## src/rtl/cdc_handshake_tx_pkg.sv

```systemverilog
`default_nettype none
// ============================================================================
// Module      : cdc_handshake_tx_pkg
// Description : Shared constants for the 4-phase CDC handshake transmitter.
// Revision    : 1.0 - initial release
// ============================================================================
package cdc_handshake_tx_pkg;

    localparam logic [1:0] c_ST_IDLE     = 2'b00;
    localparam logic [1:0] c_ST_REQ      = 2'b01;
    localparam logic [1:0] c_ST_WAIT_LOW = 2'b10;

    localparam int c_DEF_NUM_STAGES = 2;

endpackage : cdc_handshake_tx_pkg
`default_nettype wire

```

## src/rtl/cdc_handshake_tx_ack_sync.sv

```systemverilog
`default_nettype none
// ============================================================================
// Module      : ack_sync_stage
// Description : Multi-flop synchronizer bringing the destination ack level
//               into the source clock domain.
// Revision    : 1.0 - initial release
// ============================================================================
module ack_sync_stage
    import cdc_handshake_tx_pkg::*;
#(
    parameter int NUM_STAGES = c_DEF_NUM_STAGES
) (
    input  logic clk,
    input  logic reset,
    input  logic i_ack_async,
    output logic o_ack_sync
);

    logic [NUM_STAGES-1:0] r_sync;

    always_ff @(posedge clk or negedge reset) begin
        if (!reset) begin
            r_sync <= '0;
        end else begin
            r_sync <= {r_sync[NUM_STAGES-2:0], i_ack_async};
        end
    end

    assign o_ack_sync = r_sync[NUM_STAGES-1];

endmodule : ack_sync_stage
`default_nettype wire

```

## src/rtl/cdc_handshake_tx.sv

```systemverilog
`default_nettype none
// ============================================================================
// Module      : cdc_handshake_tx
// Description : Source side of a 4-phase req/ack CDC handshake with optional
//               ack timeout.
// Revision    : 1.0 - initial release
// ============================================================================
module cdc_handshake_tx
    import cdc_handshake_tx_pkg::*;
#(
    parameter int NUM_STAGES  = c_DEF_NUM_STAGES,
    parameter int BUS_WIDTH   = 8,
    parameter int ACK_TIMEOUT = 0
) (
    input  logic                 clk,
    input  logic                 reset,
    input  logic [BUS_WIDTH-1:0] in_data,
    input  logic                 in_valid,
    output logic                 in_ready,
    input  logic                 ack_async,
    output logic [BUS_WIDTH-1:0] bus_data,
    output logic                 bus_enable,
    output logic                 tx_done,
    output logic                 tx_err
);

    logic [1:0]           r_state;
    logic [BUS_WIDTH-1:0] r_bus_data;
    logic                 r_bus_enable;
    logic                 r_tx_done;
    logic                 r_tx_err;
    logic                 w_ack_sync;
    logic                 w_in_ready;
    logic                 w_accept;
    logic                 w_timeout;

    ack_sync_stage #(
        .NUM_STAGES (NUM_STAGES)
    ) u_ack_sync (
        .clk         (clk),
        .reset       (reset),
        .i_ack_async (ack_async),
        .o_ack_sync  (w_ack_sync)
    );

    // A lingering ack from the previous transfer blocks a new launch.
    assign w_in_ready = (r_state == c_ST_IDLE) && !w_ack_sync;
    assign w_accept   = w_in_ready && in_valid;

    generate
        if (ACK_TIMEOUT > 0) begin : g_timeout
            localparam int                 c_CNT_W    = $clog2(ACK_TIMEOUT + 1);
            localparam logic [c_CNT_W-1:0] c_CNT_LAST = c_CNT_W'(ACK_TIMEOUT - 1);
            logic [c_CNT_W-1:0] r_cnt;

            always_ff @(posedge clk or negedge reset) begin
                if (!reset) begin
                    r_cnt <= '0;
                end else if (w_accept || (r_state != c_ST_REQ)) begin
                    r_cnt <= '0;
                end else if (r_cnt != c_CNT_LAST) begin
                    r_cnt <= r_cnt + c_CNT_W'(1);
                end
            end

            assign w_timeout = (r_state == c_ST_REQ) && (r_cnt == c_CNT_LAST);
        end else begin : g_no_timeout
            assign w_timeout = 1'b0;
        end
    endgenerate

    always_ff @(posedge clk or negedge reset) begin
        if (!reset) begin
            r_state      <= c_ST_IDLE;
            r_bus_data   <= '0;
            r_bus_enable <= 1'b0;
            r_tx_done    <= 1'b0;
            r_tx_err     <= 1'b0;
        end else begin
            r_tx_done <= 1'b0;
            r_tx_err  <= 1'b0;
            case (r_state)
                c_ST_IDLE: begin
                    if (w_accept) begin
                        r_bus_data   <= in_data;
                        r_bus_enable <= 1'b1;
                        r_state      <= c_ST_REQ;
                    end
                end
                c_ST_REQ: begin
                    // Ack takes priority over a timeout on the same edge.
                    if (w_ack_sync) begin
                        r_bus_enable <= 1'b0;
                        r_tx_done    <= 1'b1;
                        r_state      <= c_ST_WAIT_LOW;
                    end else if (w_timeout) begin
                        r_bus_enable <= 1'b0;
                        r_tx_err     <= 1'b1;
                        r_state      <= c_ST_WAIT_LOW;
                    end
                end
                c_ST_WAIT_LOW: begin
                    if (!w_ack_sync) begin
                        r_state <= c_ST_IDLE;
                    end
                end
                default: begin
                    r_bus_enable <= 1'b0;
                    r_state      <= c_ST_IDLE;
                end
            endcase
        end
    end

    assign in_ready   = w_in_ready;
    assign bus_data   = r_bus_data;
    assign bus_enable = r_bus_enable;
    assign tx_done    = r_tx_done;
    assign tx_err     = r_tx_err;

endmodule : cdc_handshake_tx
`default_nettype wire

```

## config.mk

```make
export PLATFORM = sky130hd
export DESIGN_NAME = cdc_handshake_tx
export DESIGN_NICKNAME = d
export VERILOG_FILES = /design/src/rtl/cdc_handshake_tx_pkg.sv /design/src/rtl/cdc_handshake_tx_ack_sync.sv /design/src/rtl/cdc_handshake_tx.sv
export SDC_FILE = /design/constraint.sdc
export NUM_CORES = 1
export LEC_CHECK = 0
export CAP_MARGIN = 20
export CORE_MARGIN = 2
export CORE_UTILIZATION = 35
export DETAILED_ROUTE_END_ITERATION = 16
export GPL_TIMING_DRIVEN = 1
export PLACE_DENSITY_LB_ADDON = 0.08
export SYNTH_ARGS = -nofsm -noshare
export SYNTH_HDL_FRONTEND = slang
export SYNTH_HIERARCHICAL = 1
export SYNTH_SLANG_ARGS = --single-unit
```

## constraint.sdc

```tcl
create_clock -name clk -period 1.92 [get_ports clk]
set_input_delay 0.288 -clock clk [delete_from_list [all_inputs] [get_ports clk]]
set_output_delay 0.288 -clock clk [all_outputs]
set_load 0.01 [all_outputs]
```

==> summary.md <==
| Metric | Value |
|---|---|
| CP Capture Type | `output port` |
| VDD IR-drop max | `472 uV` |
| Final Wtd Congestion | `about 0.74` |
| Worst-path maximum fanout | `6` |
| Commonest cells after routing, fill and taps aside | `clkdlybuf4s50_1 (22), dfrtp_1 (14), mux2_2 (8)` |
| Total CTS buffers | `3` |
| Fmax | `557 MHz` |
| Worst slew pin tran | `0.616 ns` |
| Unrepaired setup endpoints after global routing | `no` |
| Syn Std Cell Area | `536 um^2` |
| DRC errors left | `0` |
| Routed length on met2 | `559 um` |
| Width of the chip | `43.1 um` |
| Core Area | `1470 um^2` |
| Area of the multi-input gates | `between 150 and 200 um^2` |
| CP Launch Point | `r_state[0]` |
| First-pass GRT wire length | `around 1700 um` |
| Iteration-0 DRC Markers | `2` |
| Highest routed metal layer | `met3` |
| Routed WL per cell | `about 14 um` |
| Worst EP arrival | `1.51 ns` |
| Port Buf Inserts | `22` |
| HP Start | `u_ack_sync/r_sync[0]` |
| Total GRT Usage | `12.6%` |
| Hold Path Class | `flop to flop` |
| Layout Area Growth over Synthesis | `49.1%` |
| Period utilization | `93.5%` |
| Rows | `14` |
| Initial core utilization | `36.4%` |
| PostCTS Resize Cnt | `0` |
| Hold_ws | `0.352 ns` |
| Cell count after synthesis | `33` |
| IO Pins | `24` |
| Final min period | `approximately 1.8 ns` |
| Startpoint Class | `flop` |
| Initial antenna violation count | `0` |
| CTS root buf | `clkbuf_4` |
| Post-CTS Setup Bufs | `0` |
| NumNets Final | `72` |
| Via Count | `358` |
| H-tree depth | `1` |
| Layout Skew | `0.00861 ns` |
| Number of global-route vias before repair | `381` |
| Sequential area share after synthesis | `approximately 65%` |
| # hold bufs at CTS | `0` |
| Clock transition at path regs | `0.07 ns` |
| Max Slew Vio Count | `0` |
| Storage element area | `350 um^2` |
| CP Class | `flop to output port` |
| RR Startpoint | `r_state[0]` |
| CTS sink cnt | `14` |
| Met1 WL | `374 um` |
| Net Count, Synth | `45` |
| Vias per cell | `4.84` |
| Synth warnings | `6` |
| Static Leak | `between 0.0003 and 0.0004 uW` |
| First-pass DRT Iterations | `2` |
| CTS tree | `yes` |
| Max Cap Violations | `0` |
| Final setup viols | `0` |
| Final hold vios | `0` |
| Setup TNS | `0 ns` |
| Count of different cell masters after synthesis | `13` |
| Commonest non-fill, non-tap cell in the layout | `clkdlybuf4s50_1` |
| Fillers | `129` |
| Met3 Wirelength | `around 70 um` |
| Total grt overflow | `0` |
| Antenna violation net count after detailed routing | `0` |
| Share of post-route cells with drive strength above 1 | `27.6%` |
| Status | `completed` |
| Relative slew margins | `58.8%` |
| Final wirelength | `1010 um` |
| Avg Cell Area, Syn | `16.2 um^2` |
| Dpl hpwl | `815 um` |
| Diodes inserted | `0` |
| Largest net degree at the start of global routing | `15` |
| Worst skew pair latency | `0.27 ns` |
| Yosys reg bits | `14` |
| Pwr per Cell Area | `approximately 1000 nW/um^2` |
| CTS max path bufs | `2` |
| Critical Path RT | `1.63 ns` |
| DIE AREA | `1860 um^2` |
| Die height | `43.1 um` |
-- worst max-delay path: stages, from the launching register on --
cell	delay, ns
dfrtp_1	0.46
nor3_1	0.22
clkdlybuf4s50_1	0.56
-- area by class of cell --
| cell class | count | share of cell area, % |
|---|---|---|
| Timing Repair Buffer | 23 | 28.5 |
| Multi-Input combinational cell | 18 | 22.3 |
| Tap cell | 16 | 2.51 |
| Sequential cell | 14 | 43.9 |
| Clock buffer | 3 | 2.82 |
-- sequential cells by signal, indices dropped and copies added, names as in the netlist --
register           flops
bus_data               8
tx_done                1
u_ack_sync/r_sync      2
bus_enable             1
r_state                2
-- stage by stage --
stage / total power, uW / utilization [%] / cell area, um^2 / setup slack [ns] / instances
floorplan: 507 / - / 536 / 0.484 / 33
global placement: 660 / 52.7 / 776 / 0.311 / 71
detailed placement: 672 / 52.7 / 776 / 0.247 / 71
CTS: 828 / 54.3 / 798 / 0.115 / 74
global route: 862 / 54.3 / 798 / 0.0374 / 74
finish: 814 / 54.3 / 798 / 0.125 / 74
-- synthesized netlist by cell type (all sizes together) --
cell type / instances / area share, %
nor4b: 1 / 4.4
conb: 1 / 0.70
a211o: 1 / 1.9
mux2: 8 / 17
nor2: 1 / 0.70
nor3: 1 / 0.93
o21a: 1 / 1.4
dfrtp: 14 / 65
and2: 1 / 1.2
and2b: 1 / 1.6
buf: 1 / 1.4
and3b: 1 / 1.9
xor2: 1 / 1.6
-- metal layers --
metal | global-route usage, % | vias up
met5 | 0 | -
met1 | 12.7 | 177
met3 | 3.83 | 0
met4 | 5.45 | 0
li1 | - | 168
met2 | 23.3 | 13
-- cell families after synthesis --
group | count (synthesis) | share of synthesized area (%)
AOI/OAI and AO/OA | 2 | 3.27
xor gates and xnor gates | 1 | 1.64
buffers and inverters | 1 | 1.40
DFF | 14 | 65.4
muxes | 8 | 16.8
other | 1 | 0.700
and+or+nand+nor | 6 | 10.7
-- power breakdown --
group          total, uW  internal [uW]  switching, uW
Combinational        263            177           86.4
Clock                152           72.4           80.0
Sequential           398            358           40.6
Total                814            607            207
-- final timing paths --
kind                                   endpoint  slack (ns)  depth (start not counted)
max in group asynchronous           bus_data[1]        1.11                          1
max                                    in_ready        0.13                          2
max reg2reg                         bus_data[4]        0.50                          3
min reg2reg                u_ack_sync/r_sync[1]        0.35                          0
min in group asynchronous           bus_data[6]        0.40                          1
min                        u_ack_sync/r_sync[1]        0.35                          0
Power figures use the tool's default switching activity.
